==> src/rtl/wb_trace_arbiter.sv <==
// Merges the dual-issue writeback slots into one in-order trace port.
// Writing commits queue in a small FIFO that drains one entry per cycle.
module wb_trace_arbiter #(
  parameter int DEPTH = 8,
  parameter int PTR_W = 3
) (
  input  logic        clk,
  input  logic        rst,
  input  logic        wb0_valid,
  input  logic [31:0] wb0_pc,
  input  logic        wb0_wen,
  input  logic [4:0]  wb0_wnum,
  input  logic [31:0] wb0_wdata,
  input  logic        wb1_valid,
  input  logic [31:0] wb1_pc,
  input  logic        wb1_wen,
  input  logic [4:0]  wb1_wnum,
  input  logic [31:0] wb1_wdata,
  output logic        trace_allowin,
  output logic [31:0] debug_wb_pc,
  output logic [3:0]  debug_wb_rf_wen,
  output logic [4:0]  debug_wb_rf_wnum,
  output logic [31:0] debug_wb_rf_wdata,
  output logic [31:0] commit_cnt,
  output logic        proto_err
);

  typedef struct packed {
    logic [31:0] pc;
    logic [4:0]  wnum;
    logic [31:0] wdata;
  } ent_t;

  localparam logic [PTR_W:0] LIMIT = (PTR_W+1)'(DEPTH - 2);

  ent_t             mem [DEPTH];
  ent_t             ent0;
  ent_t             ent1;
  ent_t             head;
  logic [PTR_W-1:0] wptr;
  logic [PTR_W-1:0] rptr;
  logic [PTR_W-1:0] wptr1;
  logic [PTR_W-1:0] waddr1;
  logic [PTR_W:0]   count;
  logic [PTR_W:0]   count_next;
  logic [1:0]       npush;
  logic             wr0;
  logic             wr1;
  logic             push0;
  logic             push1;
  logic             pop;

  assign ent0 = '{pc: wb0_pc, wnum: wb0_wnum, wdata: wb0_wdata};
  assign ent1 = '{pc: wb1_pc, wnum: wb1_wnum, wdata: wb1_wdata};

  assign wr0 = wb0_valid & wb0_wen & (wb0_wnum != 5'd0);
  assign wr1 = wb1_valid & wb1_wen & (wb1_wnum != 5'd0);

  assign push0 = trace_allowin & wr0;
  assign push1 = trace_allowin & wr1;
  assign npush = {1'b0, push0} + {1'b0, push1};
  assign pop   = (count != '0);

  // slot1 lands behind slot0 only when slot0 also wrote
  assign wptr1  = wptr + 1'b1;
  assign waddr1 = push0 ? wptr1 : wptr;
  assign head   = mem[rptr];

  assign count_next = count
                    + (PTR_W+1)'(npush)
                    - (PTR_W+1)'(pop);

  always_ff @(posedge clk) begin
    if (push0) mem[wptr]   <= ent0;
    if (push1) mem[waddr1] <= ent1;
  end

  always_ff @(posedge clk or negedge rst) begin
    if (!rst) begin
      wptr              <= '0;
      rptr              <= '0;
      count             <= '0;
      trace_allowin     <= 1'b0;
      proto_err         <= 1'b0;
      debug_wb_pc       <= '0;
      debug_wb_rf_wen   <= '0;
      debug_wb_rf_wnum  <= '0;
      debug_wb_rf_wdata <= '0;
      commit_cnt        <= '0;
    end else begin
      wptr          <= wptr + PTR_W'(npush);
      count         <= count_next;
      trace_allowin <= (count_next <= LIMIT);
      if (!trace_allowin && (wb0_valid || wb1_valid))
        proto_err <= 1'b1;
      if (pop) begin
        rptr              <= rptr + 1'b1;
        debug_wb_pc       <= head.pc;
        debug_wb_rf_wen   <= 4'hf;
        debug_wb_rf_wnum  <= head.wnum;
        debug_wb_rf_wdata <= head.wdata;
        commit_cnt        <= commit_cnt + 32'd1;
      end else begin
        debug_wb_rf_wen <= 4'h0;
      end
    end
  end

endmodule

==> config.mk <==
export PLATFORM = sky130hd
export DESIGN_NAME = wb_trace_arbiter
export DESIGN_NICKNAME = d
export VERILOG_FILES = /design/src/rtl/wb_trace_arbiter.sv
export SDC_FILE = /design/constraint.sdc
export NUM_CORES = 1
export LEC_CHECK = 0
export BUFFER_PORTS_ARGS = -buffer_cell sky130_fd_sc_hd__buf_2
export CELL_PAD_IN_SITES_DETAIL_PLACEMENT = 1
export CELL_PAD_IN_SITES_GLOBAL_PLACEMENT = 2
export CORE_MARGIN = 8
export CORE_UTILIZATION = 45
export CTS_CLUSTER_SIZE = 14
export DETAILED_ROUTE_END_ITERATION = 7
export PLACE_DENSITY_LB_ADDON = 0.1
export SLEW_MARGIN = 30
export SYNTH_ARGS = -nofsm -noshare
export SYNTH_HDL_FRONTEND = slang
export SYNTH_SLANG_ARGS = --single-unit
==> constraint.sdc <==
create_clock -name clk -period 8.4 [get_ports clk]
set_input_delay 1.68 -clock clk [delete_from_list [all_inputs] [get_ports clk]]
set_output_delay 1.68 -clock clk [all_outputs]
set_load 0.01 [all_outputs]
==> results.yml, run 1 <==
placed_design:
  gp_congestion: 0.7484
  place_hpwl_microns: 49620
  dpl_cell_area_sq_mm: 0.03429
  pre_cts_ws_ns: 3.051
  io_buffers: 250
  dp.cells: 3001
cts:
  clkSinkCount: 666
  cts_made_buffers: 76
  clkLatencyLatePin_ns: 0.61
  cts_buffer_depth: 3
  clkSlewWorstSetupHoldPaths_ns: 0.05
  clockRootBuffer: "clkbuf_16"
  cts_resized: 0
  hold_buffers: 0
  htreeDepth: 3
  cts_tree: "yes"
  postCtsSetupRepairBufs: 0
yosys:
  avgSynthCellArea_sq_um: 16.99
  yosysWarningCount: 0
  synth_fp_nets: 2042
  netlist_area_sq_mm: 0.03202
  ys_ff_latch: 666
  synth_cell_types: 51
  ys_seq_area_frac: 0.6068
  syn_inst: 1885
die:
  fp.dieW_microns: 282.7
  die_height_microns: 282.7
  dieArea_sq_mm: 0.07994
  ios: 251
  initial_core_util: 0.4510
  num_rows: 98
  core_sq_mm: 0.07100
layout:
  fin_cells: 3155
  regArea_sq_mm: 0.01944
  final_area_sq_mm: 0.03670
  mostFrequentLayoutCell: "edfxtp_1"
  multi_input_area_sq_mm: 0.01202
  fillers: 6635
  syn2layout_area_growth_pct: 14.63
  nets: 2286
  final_layout_size_suffix_gt1_frac: 0.4227
  final_cell_mix: "edfxtp_1, mux2_2, buf_2"
sta:
  drv_slew: 0
  fin_crit_sh: 0.5594
  period_minus_slack_ns: 4.699
  worst_slack_ns: 3.701
  tightestPinTransition_ns: 1.020
  finalSetupViolations: 0
  grt_setup_unrepaired: "no"
  fmax_mhz: 212.8
  setup_tns_ns: 0
  relSlewSlack: 0.3197
  fin_skew_ns: 0.02174
  finalHoldViolations: 0
worst_setup_path:
  cpLargestDelayFamily: "compound AO/OA/AOI/OAI gates"
  cp_slowest_cell: "a21boi_4"
  cp_num_buf_inv: 3
  crit_path_start_kind: "input port"
  worst_setup_path_end_kind: "flip-flop"
  worstPathCellList: "buf_2 -> nor3_1 -> a22oi_1 -> a21boi_1 -> a21boi_4 -> buf_4 -> o21bai_4 -> buf_4"
  critical_path_arrival_ns: 4.93
  cp.required_ns: 8.63
  crit_fanout: 36
  criticalPathCategory: "input port to flip-flop"
  crit_path_max_incr_delay_ns: 0.70
  cp_common_cell: "buf_4"
drt:
  drt_iter0_drc: 1239
  wl_per_cell_microns: 28.34
  firstDrtPassIters: 5
  detail-route-antenna-nets: 0
  drt-total-wl_microns: 89410
  routed_via_density: 5.720
  via_count: 18046
  route.detailed.drc: 0
power:
  p_int_mw: 7.316
  p_total_mw: 10.61
  ir_worst_vdd_mv: 0.1693
  leakage_nw: 12.86
  p_per_area_mw_per_mm2: 289.0
  p_seq_frac: 0.420
  p_sw_frac: 0.3103
  power.share.combinational: 0.278
  power.switching_mw: 3.291
  clockPowerShare: 0.302
global_routing:
  grt_pass1_vias: 20072
  grt-ovfl-total: 0
  grt_max_degree: 146
  antenna_found_initial: 22
  grt_usage: 0.2239
  grt_pass1_wl_microns: 132500
min_path:
  hold_class: "flip-flop to flip-flop"
run_status:
  status: "finished, final reports clean"
run:
  maxCapViolCount: 0
-- through the flow --
| stage | utilization | hold slack, ns |
|---|---|---|
| after floorplan | - | 0.5039 |
| after global placement | 0.4828 | 0.4573 |
| after detailed placement | 0.4830 | 0.4585 |
| after CTS | 0.5165 | 0.4749 |
| after global routing | 0.5168 | 0.4945 |
| final | 0.5170 | 0.4665 |
-- power groups by stage --
| stage | logic, mW | clock network (mW) | registers, mW |
|---|---|---|---|
| final | 2.95 | 3.20 | 4.46 |
| after detailed placement | 3.01 | 0 | 4.54 |
| after global routing | 3.21 | 3.41 | 4.52 |
| after global placement | 2.95 | 0 | 4.52 |
| after CTS | 3.02 | 3.28 | 4.47 |
| after floorplan | 2.00 | 0 | 4.44 |
-- metal layers --
layer | vias to the layer above | track usage | wire, microns
met1 | 9489 | 0.2905 | 37840
li1 | 7965 | - | -
met2 | 440 | 0.3846 | 44530
met5 | - | 0 | 117
met4 | 16 | 0.05959 | 1849
met3 | 136 | 0.04275 | 5078
-- sequential cells by signal, indices dropped and copies added (netlist names) --
signal / flops
debug_wb_rf_wnum: 5
trace_allowin: 1
debug_wb_rf_wen: 1
commit_cnt: 32
wptr: 3
rptr: 3
count: 4
proto_err: 1
debug_wb_pc: 32
mem: 552
debug_wb_rf_wdata: 32
-- cell usage after synthesis (all sizes together) --
library cell    n  area share
mux2          552        0.19
a2111oi         1     0.00031
o2111ai         1     0.00027
nand4b          1     0.00027
or2             3     0.00059
nand3b          1     0.00023
o21ai          74       0.012
clkinv          1     0.00012
o211ai          2     0.00078
a21o            2     0.00047
fa              2      0.0013
nor3b           2     0.00063
nand4           6      0.0012
a31o            1     0.00027
edfxtp        552        0.52
dfrtp         114       0.089
nand2b          1     0.00020
or3             2     0.00055
nor3            8      0.0013
nand4bb         1     0.00035
xor2           14      0.0038
o22ai           1     0.00020
nor2           20      0.0023
nor2b           1     0.00020
a31oi           2     0.00039
ha             11      0.0043
o21bai          7      0.0018
nand3          18      0.0028
nand2          93       0.011
a21oi           5      0.0011
clkbuf         32      0.0038
and3            8      0.0016
mux4          138       0.097
buf            89       0.016
inv            20      0.0023
xnor2          22      0.0060
mux2i          69       0.022
a21boi          4      0.0013
a22oi           1     0.00023
and2            3     0.00059
-- final timing paths --
kind,to,startpoint,cells after the start,slack [ns]
max,mem[7][35],wb0_wnum[1],8,3.70
min,commit_cnt[31],commit_cnt[31],1,0.47
max reg2reg,mem[7][35],trace_allowin,7,4.36
min reg2reg,commit_cnt[31],commit_cnt[31],1,0.47
max in group asynchronous,rptr[1],rst,2,6.13
min in group asynchronous,commit_cnt[0],rst,1,1.08
-- final cells by class --
class,instances,share of cell area
Sequential cell,666,0.5296
Multi-Input combinational cell,1077,0.3275
Clock buffer,120,0.06071
Timing Repair Buffer,287,0.04278
Tap cell,950,0.03238
Clock inverter,22,0.004023
Inverter,21,0.002148
Antenna cell,12,0.0008181
-- kinds of logic after synthesis --
family,Yosys count,synth area share
buffers and inverters,142,0.02251
DFF,666,0.6068
AOI/OAI and AO/OA,101,0.01891
adders and majority gates,13,0.005549
xor gates and xnor gates,36,0.009847
muxes,759,0.3128
and+or+nand+nor,168,0.02364
No activity file was read; power rests on OpenSTA's default activity.
==> run 2: changes to the inputs <==
Clock period 8.4 ns to 4.5 ns, I/O delays scaled along.
==> run 2 against run 1 <==
Utilization is 0.48 points higher. Final area is 0.92% higher. Sequential power is 89% higher. Critical path depth is 2 lower. Largest cell class unchanged. Clock skew is 0.0043 ns lower. Hold slack worse by 0.12 ns. Cell count is 0.29% higher. Count of clock-buffer cells in the layout is 1 lower. Worst setup slack worse by 2.4 ns. Global-route usage is 0.50 points higher. Register-to-register slack worse by 3.0 ns. Sequential share of layout area is 0.48 points lower.
==> results.yml, run 2 (synthesis results as in run 1) <==
global_routing:
  antenna_found_initial: 29
  grt_max_degree: 82
  grt_pass1_wl_microns: 135200
  grt_usage: 0.2288
  grt-ovfl-total: 0
  grt_pass1_vias: 20166
run_status:
  status: "finished, final reports clean"
worst_setup_path:
  worst_setup_path_end_kind: "flip-flop"
  critPathLaunch: "wptr[1]"
  rr_worst_depth: 6
  crit_path_start_kind: "flip-flop"
  timing.rr.end: "mem[0][1]"
  crit_fanout: 69
  crit_end: "mem[0][1]"
  critical_path_arrival_ns: 3.50
  cp.required_ns: 4.84
  reg2reg_slack_ns: 1.34
  criticalPathCategory: "flip-flop to flip-flop"
  regToRegStartpoint: "wptr[1]"
layout:
  nets: 2296
  final_layout_size_suffix_gt1_frac: 0.4219
  top_register: "mem"
  largest_reg_flops: 552
  final_cell_mix: "edfxtp_1, mux2_2, buf_2"
  mostFrequentLayoutCell: "edfxtp_1"
  syn2layout_area_growth_pct: 15.69
power:
  ir_worst_vdd_mv: 0.4068
  leakage_nw: 12.96
  p_per_area_mw_per_mm2: 535.0
drt:
  via_count: 18169
  wl_per_cell_microns: 28.69
  drt_iter0_drc: 1254
  route.detailed.drc: 0
  firstDrtPassIters: 5
  drt-total-wl_microns: 90770
  detail-route-antenna-nets: 0
  routed_via_density: 5.742
die:
  core_sq_mm: 0.07100
  initial_core_util: 0.4510
  ios: 251
  die_height_microns: 282.7
  dieArea_sq_mm: 0.07994
  fp.dieW_microns: 282.7
  num_rows: 98
sta:
  grt_setup_unrepaired: "no"
  period_minus_slack_ns: 3.157
  fin_crit_sh: 0.7017
  finalSetupViolations: 0
  fmax_mhz: 316.7
  drv_slew: 0
  tightestPinTransition_ns: 1.006
  finalHoldViolations: 0
  fin_skew_ns: 0.01739
  relSlewSlack: 0.3293
  worst_slack_ns: 1.343
  fin_hold_ws_ns: 0.3463
cts:
  clkLatencyLatePin_ns: 0.60
  htreeDepth: 3
  clkSlewWorstSetupHoldPaths_ns: 0.06
  cts_made_buffers: 76
  cts_resized: 0
  cts_buffer_depth: 3
  clockRootBuffer: "clkbuf_16"
  hold_buffers: 0
  cts_tree: "yes"
  clkSinkCount: 666
  postCtsSetupRepairBufs: 0
placed_design:
  io_buffers: 250
  gp_congestion: 0.7548
  pre_cts_ws_ns: 0.8811
  place_hpwl_microns: 51590
run:
  maxCapViolCount: 0
min_path:
  hold_class: "input port to async pin"
==> run 2: changes by cell type in the layout (fill, tap and decap cells not counted), sizes merged <==
cell,change
diode,+5
inv,-4
buf,+9
clkinv,-1
==> run 2: worst min path at each step <==
stage,cells past startpoint,from,slack [ns],endpoint
floorplan,1,commit_cnt[31],0.50,commit_cnt[31]
global placement,1,commit_cnt[31],0.45,commit_cnt[31]
detailed placement,1,commit_cnt[31],0.45,commit_cnt[31]
CTS,1,rst,0.43,commit_cnt[26]
global route,1,rst,0.40,commit_cnt[22]
finish,1,rst,0.35,commit_cnt[22]
==> run 2: cell type report <==
| type | count | area, sq um |
|---|---|---|
| clock inverters | 17 | 106.4 |
| flip-flops and latches | 666 | 19440 |
| fillers | 6704 | 33950 |
| well taps | 950 | 1189 |
| repair buffers | 297 | 1981 |
| inverters | 21 | 78.83 |
| diodes | 17 | 42.54 |
| clock buffers | 119 | 2185 |
| multi-input cells | 1077 | 12020 |
==> run 2: per-layer routing <==
| layer | up-vias | global-route usage | share of wire |
|---|---|---|---|
| met3 | 132 | 0.04373 | 0.050 |
| met4 | 22 | 0.07177 | 0.021 |
| met5 | - | 0 | 0.0017 |
| li1 | 7996 | - | - |
| met2 | 400 | 0.3922 | 0.51 |
| met1 | 9619 | 0.2932 | 0.42 |
==> run 2: metrics by stage <==
| step | setup TNS, ns | utilization | std cells | power [mW] | cell area (sq um) |
|---|---|---|---|---|---|
| 2_1_floorplan | -145.05 | - | 1885 | 12.01 | 32030 |
| 3_3_place_gp | 0 | 0.4876 | 3007 | 14.09 | 34620 |
| 3_5_place_dp | 0 | 0.4888 | 3011 | 14.27 | 34710 |
| 4_1_cts | 0 | 0.5211 | 3147 | 20.16 | 37000 |
| 5_1_grt | 0 | 0.5216 | 3159 | 20.80 | 37030 |
| 6_report | 0 | 0.5217 | 3164 | 19.82 | 37040 |
==> run 2: report_power, final <==
part / internal (mW) / switching, mW / total (mW) / leakage, nW
sequential: 7.66 / 0.773 / 8.44 / 6.37
combinational: 2.65 / 2.90 / 5.55 / 5.48
clock: 3.38 / 2.45 / 5.83 / 1.12
==> run 2: worst max-delay path, cell delays in order (launching register included) <==
cell       delay, ns
dfrtp_1         0.49
ha_1            0.42
a2111oi_1       0.47
o21bai_1        0.26
a21oi_4         0.26
buf_12          0.50
mux2_2          0.41
